`src/rtl/logic_bus_arb.sv`:
```
// logic_bus_arb: two-requester round-robin arbiter for the 12-bit address /
// 16-bit data logic register bus. One owner at a time is forwarded to the
// single register-file target. Its address, write data and operation are
// latched when it is granted. Read data and a one-cycle ack are returned to
// the owner.
//
// Optional feature: define LOGIC_ARB_TIMEOUT_EN to abort a target access
// that is not acknowledged within TIMEOUT_CYC cycles. An aborted access
// returns TO_RD_DATA and pulses timeout_err. Without the macro, an access
// waits for logic_ack indefinitely and timeout_err is tied to 0.
module logic_bus_arb #(
  parameter int          TIMEOUT_CYC = 1024,
  parameter logic [15:0] TO_RD_DATA  = 16'hDEAD
) (
  input  logic        clk,
  input  logic        rst,
  input  logic [11:0] m0_adr,
  input  logic [15:0] m0_wr_data,
  input  logic        m0_wr_req,
  input  logic        m0_rd_req,
  output logic [15:0] m0_rd_data,
  output logic        m0_ack,
  input  logic [11:0] m1_adr,
  input  logic [15:0] m1_wr_data,
  input  logic        m1_wr_req,
  input  logic        m1_rd_req,
  output logic [15:0] m1_rd_data,
  output logic        m1_ack,
  output logic [11:0] logic_adr,
  output logic [15:0] logic_wr_data,
  output logic        logic_wr_req,
  output logic        logic_rd_req,
  input  logic [15:0] logic_rd_data,
  input  logic        logic_ack,
  output logic        grant,
  output logic        busy,
  output logic        timeout_err
);

  typedef enum logic [1:0] {ST_IDLE, ST_ISSUE, ST_RESP, ST_RELEASE} state_t;

  state_t state_reg, state_next;
  logic   last_reg;      // index of the requester served most recently
  logic   m0_active, m1_active, owner_active;
  logic   take, take_sel, take_wr;
  logic   done, abort, expire;

  // A timeout of zero cycles is meaningless; stop elaboration instead.
  if (TIMEOUT_CYC < 1) begin : g_bad_timeout
    $error("logic_bus_arb: TIMEOUT_CYC must be at least 1");
  end

  assign m0_active    = m0_wr_req | m0_rd_req;
  assign m1_active    = m1_wr_req | m1_rd_req;
  assign owner_active = grant ? m1_active : m0_active;
  assign busy         = (state_reg != ST_IDLE);

`ifdef LOGIC_ARB_TIMEOUT_EN
  localparam int CW = $clog2(TIMEOUT_CYC + 1);
  logic [CW-1:0] to_cnt_reg;

  // The counter is held at 0 outside ISSUE and counts the ISSUE cycles elapsed.
  // It therefore restarts from 0 on every entry to ISSUE.
  always_ff @(posedge clk or posedge rst) begin
    if (rst)                      to_cnt_reg <= '0;
    else if (state_reg != ST_ISSUE) to_cnt_reg <= '0;
    else                          to_cnt_reg <= to_cnt_reg + 1'b1;
  end

  // Expiry is reached on the last allowed ISSUE cycle.
  assign expire = (to_cnt_reg == CW'(TIMEOUT_CYC - 1));

  // The error flag pulses alongside the owner's ack when an access is aborted.
  always_ff @(posedge clk or posedge rst) begin
    if (rst) timeout_err <= 1'b0;
    else     timeout_err <= abort;
  end
`else
  assign expire      = 1'b0;
  assign timeout_err = 1'b0;
`endif

  // Transaction state register.
  always_ff @(posedge clk or posedge rst) begin
    if (rst) state_reg <= ST_IDLE;
    else     state_reg <= state_next;
  end

  // Next state plus grant/complete strobes. If both requesters are active, the
  // one not served last wins. logic_ack beats a simultaneous expiry.
  always_comb begin
    state_next = state_reg;
    take       = 1'b0;
    take_sel   = 1'b0;
    take_wr    = 1'b0;
    done       = 1'b0;
    abort      = 1'b0;
    case (state_reg)
      ST_IDLE: begin
        if (m0_active | m1_active) begin
          take       = 1'b1;
          take_sel   = (m0_active & m1_active) ? ~last_reg : m1_active;
          take_wr    = take_sel ? m1_wr_req : m0_wr_req;
          state_next = ST_ISSUE;
        end
      end
      ST_ISSUE: begin
        if (logic_ack) begin
          done       = 1'b1;
          state_next = ST_RESP;
        end else if (expire) begin
          abort      = 1'b1;
          state_next = ST_RESP;
        end
      end
      ST_RESP:    state_next = ST_RELEASE;
      ST_RELEASE: if (!owner_active) state_next = ST_IDLE;
      default:    state_next = ST_IDLE;
    endcase
  end

  // Datapath: latch the winner's request, drive the target, and return the
  // ack and read data to the owner. Read data only changes on a read
  // completion or on an abort.
  always_ff @(posedge clk or posedge rst) begin
    if (rst) begin
      last_reg      <= 1'b1;
      grant         <= 1'b0;
      logic_adr     <= '0;
      logic_wr_data <= '0;
      logic_wr_req  <= 1'b0;
      logic_rd_req  <= 1'b0;
      m0_ack        <= 1'b0;
      m1_ack        <= 1'b0;
      m0_rd_data    <= '0;
      m1_rd_data    <= '0;
    end else begin
      m0_ack <= 1'b0;
      m1_ack <= 1'b0;
      if (take) begin
        grant         <= take_sel;
        last_reg      <= take_sel;
        logic_adr     <= take_sel ? m1_adr : m0_adr;
        logic_wr_data <= take_sel ? m1_wr_data : m0_wr_data;
        logic_wr_req  <= take_wr;
        logic_rd_req  <= ~take_wr;
      end
      if (done || abort) begin
        logic_wr_req <= 1'b0;
        logic_rd_req <= 1'b0;
        m0_ack       <= ~grant;
        m1_ack       <= grant;
      end
      if ((done && logic_rd_req) || abort) begin
        if (grant) m1_rd_data <= done ? logic_rd_data : TO_RD_DATA;
        else       m0_rd_data <= done ? logic_rd_data : TO_RD_DATA;
      end
    end
  end

endmodule
```
`config.mk`:
```
export PLATFORM = sky130hd
export DESIGN_NAME = logic_bus_arb
export DESIGN_NICKNAME = d
export VERILOG_FILES = /design/src/rtl/logic_bus_arb.sv
export SDC_FILE = /design/constraint.sdc
export NUM_CORES = 1
export LEC_CHECK = 0
export ABC_AREA = 0
export BUFFER_PORTS_ARGS = -buffer_cell sky130_fd_sc_hd__buf_2
export CAP_MARGIN = 10
export CORE_ASPECT_RATIO = 1.75
export CORE_MARGIN = 2
export CORE_UTILIZATION = 45
export DETAILED_ROUTE_END_ITERATION = 8
export PLACE_DENSITY = 0.79
export SETUP_SLACK_MARGIN = 0.1
export SLEW_MARGIN = 20
export SYNTH_ARGS = -nofsm -noshare
export SYNTH_HDL_FRONTEND = slang
export SYNTH_SLANG_ARGS = --single-unit
export TNS_END_PERCENT = 5
```
`constraint.sdc`:
```
create_clock -name clk -period 2.1 [get_ports clk]
set_input_delay 0.21 -clock clk [delete_from_list [all_inputs] [get_ports clk]]
set_output_delay 0.21 -clock clk [all_outputs]
set_load 0.05 [all_outputs]
```
Word level (Yosys, flattened, before mapping). Index checks and enable logic that the tools add are counted.

Register bits after elaboration: 68. Word-level logic and storage cells: 55. Input port bits: 79. Output and inout bits: 67.

Reduce and logical (&&, ||, !) cells: 7. Muxes and demuxes: 24. Bitwise operators: 7. Eq/ne operators: 6.

Operators by type and width (number): two-way mux 16 bit (2); two-way mux 1 bit (17); two-way mux 12 bit (1); case mux 2 bit (4 select lines) (1); two-way mux 2 bit (3); inequality test 2 bit, second input constant (3); equality test 2 bit, second input constant (2); AND reduction 2 bit (2); nonzero test 2 bit (2); inverter 1 bit (3); bitwise OR 1 bit (3); AND reduction 3 bit (1); equality test 2 x 1 -> 1 bit, second input constant (1); logical NOT 2 bit (1); AND 1 bit (1); logical AND 1 bit (1).

Depth between registers and ports, before layout.
Depth in word-level cells: 9. Mapped depth: 8. Gate-level depth less buffers: 6.

Worst setup path before layout. No wires, ideal clock.

Path kind: register to register. Start: register state_reg[0]. End: register logic_adr[10]. Required time: 2.017 ns. Library setup time: 0.083 ns. Path slack: 0.444 ns. Clock period less this slack: 1.656 ns. Arrival: 1.574 ns. Stages on the path, launching flop included: 8. Cells stage by stage: dfrtp_1 -> inv_1 -> ha_1 -> inv_1 -> nor3b_2 -> buf_2 -> o22ai_1 -> o21ai_0.

Longest elaborated chain between the ends: 3.

Ends and longest elaborated chain: from (decl) (RTL line 42) `state_t state_reg, state_next;`; from (signal assigned) (RTL line 86) `else state_reg <= state_next;`; logical NOT 2 bit (*) (RTL line 98) `case (state_reg)`; two-way mux 1 bit (RTL line 98); two-way mux 12 bit (RTL line 143) `logic_adr <= take_sel ? m1_adr : m0_adr;`; to (signal assigned) (RTL line 143); to (decl) (RTL line 29) `output logic [11:0] logic_adr,`.

Mark *: on every way between the ends. The rest lies on a longest branch, timed or not. A chain may end at the register's enable or synchronous reset.

Worst setup path in the final report.
Start: register state_reg[0]. End: register logic_wr_data[6].

Longest elaborated chain between the ends: 3.

Ends and longest elaborated chain: logical NOT 2 bit (*) (RTL line 98); two-way mux 1 bit (RTL line 98); two-way mux 16 bit (RTL line 144) `logic_wr_data <= take_sel ? m1_wr_data : m0_wr_data;`; to (signal assigned) (RTL line 144); to (decl) (RTL line 30) `output logic [15:0] logic_wr_data,`.

Marked as above.

==> metrics list <==
- The run finished with clean final reports.
* TritonCTS clock tree: done
* Reg-to-reg setup timing slack: roughly 0.34 ns
- Clock sink count: 68
- Number of buffers on the longest clock path: 2
- Number of global-route vias before repair: approximately 2300
- Number of synthesized flops with an enable pin: 0
- Met2 usage in global routing: 0.3281
- Count of antenna-violating nets left after detailed routing: 0
- The number of buffers and inverters on the critical path is 3.
- Library cell used as clock root buffer: sky130_fd_sc_hd__clkbuf_8
* Standby leakage power: 2.008 nW
- In this run the count of I/O pins placed on the die edge is 146.
- Kind of cell adding the most delay to the critical path: buffers and inverters
* Number of pins exceeding their max-slew limit in the final report: 0
* Launching element type of the critical path: flip-flop
- Pin count of the biggest net entering global routing: 59
* Residual overflow from global routing: 0
- The critical path runs through a total of 7 cells.
- Synth Warn #: 0
- Clock H-tree levels: 3
* Final Hold Viols: 0
- Via-per-instance ratio: between 5 and 6
* Starting DRT DRC Count: about 140
* Overall die height: roughly 110 µm
- Die outline width: approximately 64 µm
- Of the available clock period, the critical path in the final layout requires 0.8396.
- Iteration count of the initial detailed-routing pass: 4
* Final estimated routing congestion in global placement: slightly above 0.8
* Cells traversed along the worst timing path: inv_1, ha_1, inv_1, nor3b_4, buf_6, o22ai_1, o21ai_0
* Slew at the pin closest to its max-slew limit: 0.7209 ns
- After synthesis, the share of flip-flops with an asynchronous set or reset is 1.000.
- Biggest registers after layout: logic_wr_data (16), m0_rd_data (16), m1_rd_data (16)
- The number of antenna violations at the first check in global routing was 0.
- Post-CTS Setup Inserts: 0
- Clock-pin slew on the worst setup and hold paths: ~0.07 ns
* Fraction of layout cells with a size suffix above 1: 0.5349
- In this run the power density over the cells is about 1900 mW/mm².
- Max Clk Rate: ~570 MHz
- Post-Route WL: approximately 7 mm
* Synth Register Bits: 68
- IO Port Bufs: about 140
* Initial Utilization: 0.4640
* Worst-skew pair later-pin latency: 0.34 ns
* Detailed-route wire length per cell: roughly 15 µm
- For this run, the leading register cell type out of synthesis is sky130_fd_sc_hd__dfrtp_1.
* Most used routing layer: met2
- Of the total synthesized cell area, the portion taken by AND, OR, NAND and NOR gates is 0.07592.
- Crit Path Max Fanout: 30
- Of the total synthesized cell area, the portion taken by full adders, half adders and majority gates is 0.02182.
- Data arrival at the endpoint of the critical path: 2.01 ns
- Total nets after synthesis: 321
* Total standard cell area after synthesis: about 0.0029 mm²
- Cells after Synth: around 240
- Ant. Diodes: 0
* Worst clock skew on the final layout: 0.007934 ns
* Via count: approximately 2400
- Counting instances, the worst hold path has a depth of 2.
* Max VDD drop: roughly 0.0011 V
- Prior to clock tree synthesis, the placed netlist has a worst setup slack of 0.2672 ns.
- By area, the combinational part of the netlist is dominated by multiplexers.
- For this run, design rule violations remaining after detail routing come to 0.
- Seq/Total Area, Yosys: 0.5938
- CP Data Required Time: around 2.4 ns
- In the global route stage, overall resource usage came out at 0.1949.
- Unrepaired setup endpoints after global routing: no
* Min Hold Slack: approximately 0.11 ns
- For the worst flop-to-flop path, the logic depth is 7.
- Setup violations remaining at the end of the flow were counted as 0.
- Type of the tightest min-delay check: input pin to flip-flop
- Of the total synthesized cell area, the portion taken by XOR and XNOR cells is 0.
- The first global-routing pass estimated 10.48 mm of wire.
- Biggest cell delay along the critical path: between 0.4 and 0.5 ns
* Met3 global-route usage: 0.06141
* Share of synthesized area spent on multiplexers: 0.1331
* Sum of negative setup slack: 0 ns
* Kind of end point of the critical path: flip-flop
- Compound-Gate Fraction of Synth Area: 0.1322
* Total Nets Final: between 400 and 500
* Met1 GRT Util: 0.2244
* Post-layout worst setup margin: approximately 0.34 ns
* Mean area per synthesized cell: 12.10 µm²
- After floorplanning, the core was divided into 38 placement rows.
* Area enclosed by the die boundary: 0.007053 mm²
- From synthesis to final layout, the design area changed by 33.77%.
* TritonCTS Buffers: 9
* Number of maximum-capacitance constraint violations: 0
- Final HPWL from detailed placement: around 5 mm
- Type of the setup path with the least slack: flip-flop to flip-flop
- Crit path max-delay cell type: sky130_fd_sc_hd__dfrtp_1
- Number of inserted filler cells in the final layout: 568
- Cell repeated most along the worst path: sky130_fd_sc_hd__inv_1
* Synth cell types: 32
* Fin crit period: 1.763 ns
* Headroom to the max-slew limit: 0.5176
- The core region is ~0.0062 mm².
[logic make-up after synthesis]
logic type / Yosys count
DFF: 68
AOI/OAI and AO/OA: 64
and+or+nand+nor: 46
muxes: 34
buffers and inverters: 19
adders and majority gates: 5
other: 1
[metrics by stage]
| step | power (mW) | instance area [µm²] | std cells | utilization |
|---|---|---|---|---|
| 2_1_floorplan | 5.501 | 2868 | 237 | - |
| 3_3_place_gp | 6.359 | 3647 | 450 | 0.5901 |
| 3_5_place_dp | 6.490 | 3647 | 450 | 0.5901 |
| 4_1_cts | 7.409 | 3825 | 467 | 0.6188 |
| 5_1_grt | 7.759 | 3836 | 467 | 0.6206 |
| 6_report | 7.342 | 3836 | 467 | 0.6206 |
[Yosys cell counts, types with 3 or more instances]
| cell | number | area (µm²) |
|---|---|---|
| sky130_fd_sc_hd__ha_1 | 5 | 62.56 |
| sky130_fd_sc_hd__o21ai_0 | 21 | 105.1 |
| sky130_fd_sc_hd__dfrtp_1 | 67 | 1677 |
| sky130_fd_sc_hd__mux2_2 | 32 | 360.4 |
| sky130_fd_sc_hd__nand2_1 | 31 | 116.4 |
| sky130_fd_sc_hd__buf_6 | 4 | 45.04 |
| sky130_fd_sc_hd__buf_2 | 7 | 35.03 |
| sky130_fd_sc_hd__o21ai_1 | 6 | 30.03 |
| sky130_fd_sc_hd__inv_1 | 4 | 15.01 |
| sky130_fd_sc_hd__o21ai_2 | 3 | 26.28 |
| sky130_fd_sc_hd__o22ai_1 | 28 | 175.2 |
[repair_timing]
item                       4_1_cts  5_1_grt
hold endpoints to repair        14        0
gates resized for setup          0        1
hold buffers                     1        0
setup endpoints to repair        0        3
[cells in the final DEF, fill, tap and decap left out, types with 2 or more instances in the layout]
cell	instances
sky130_fd_sc_hd__a21o_1	2
sky130_fd_sc_hd__a21oi_1	2
sky130_fd_sc_hd__and3_1	2
sky130_fd_sc_hd__buf_12	2
sky130_fd_sc_hd__buf_2	144
sky130_fd_sc_hd__clkbuf_8	9
sky130_fd_sc_hd__clkinv_2	4
sky130_fd_sc_hd__clkinvlp_4	2
sky130_fd_sc_hd__dfrtp_1	67
sky130_fd_sc_hd__ha_1	5
sky130_fd_sc_hd__inv_1	3
sky130_fd_sc_hd__mux2_2	32
sky130_fd_sc_hd__nand2_1	31
sky130_fd_sc_hd__nand2_2	2
sky130_fd_sc_hd__nor2_1	2
sky130_fd_sc_hd__o21ai_0	21
sky130_fd_sc_hd__o21ai_1	6
sky130_fd_sc_hd__o21ai_2	2
sky130_fd_sc_hd__o22ai_1	28
[layout make-up]
class                   count  area [µm²]  share of cell area
flip-flops and latches     68        1703              0.4439
multi-input cells         150        1061              0.2766
repair buffers            149       789.5              0.2058
clock buffers               9       123.9             0.03229
well taps                  80       100.1             0.02609
clock inverters             7       43.79             0.01142
inverters                   4       15.01            0.003914
[final timing paths]
check | startpoint | to
max | state_reg[0] | logic_wr_data[6]
max in group asynchronous | rst | last_reg
max reg2reg | state_reg[0] | logic_wr_data[6]
min reg2reg | logic_adr[4] | logic_adr[4]
min | logic_rd_data[7] | m1_rd_data[7]
min in group asynchronous | rst | m1_ack
[routing by layer]
layer,vias to the layer above,wire [µm]
met2,91,3708
met5,-,0
met1,1135,2534
met4,0,190
met3,17,416
li1,1132,-
[where the power goes]
group / internal [mW] / switching [mW]
registers: 1.94 / 0.331
clock network: 0.421 / 0.487
logic: 1.09 / 3.08
Power figures use the tool's default switching activity.
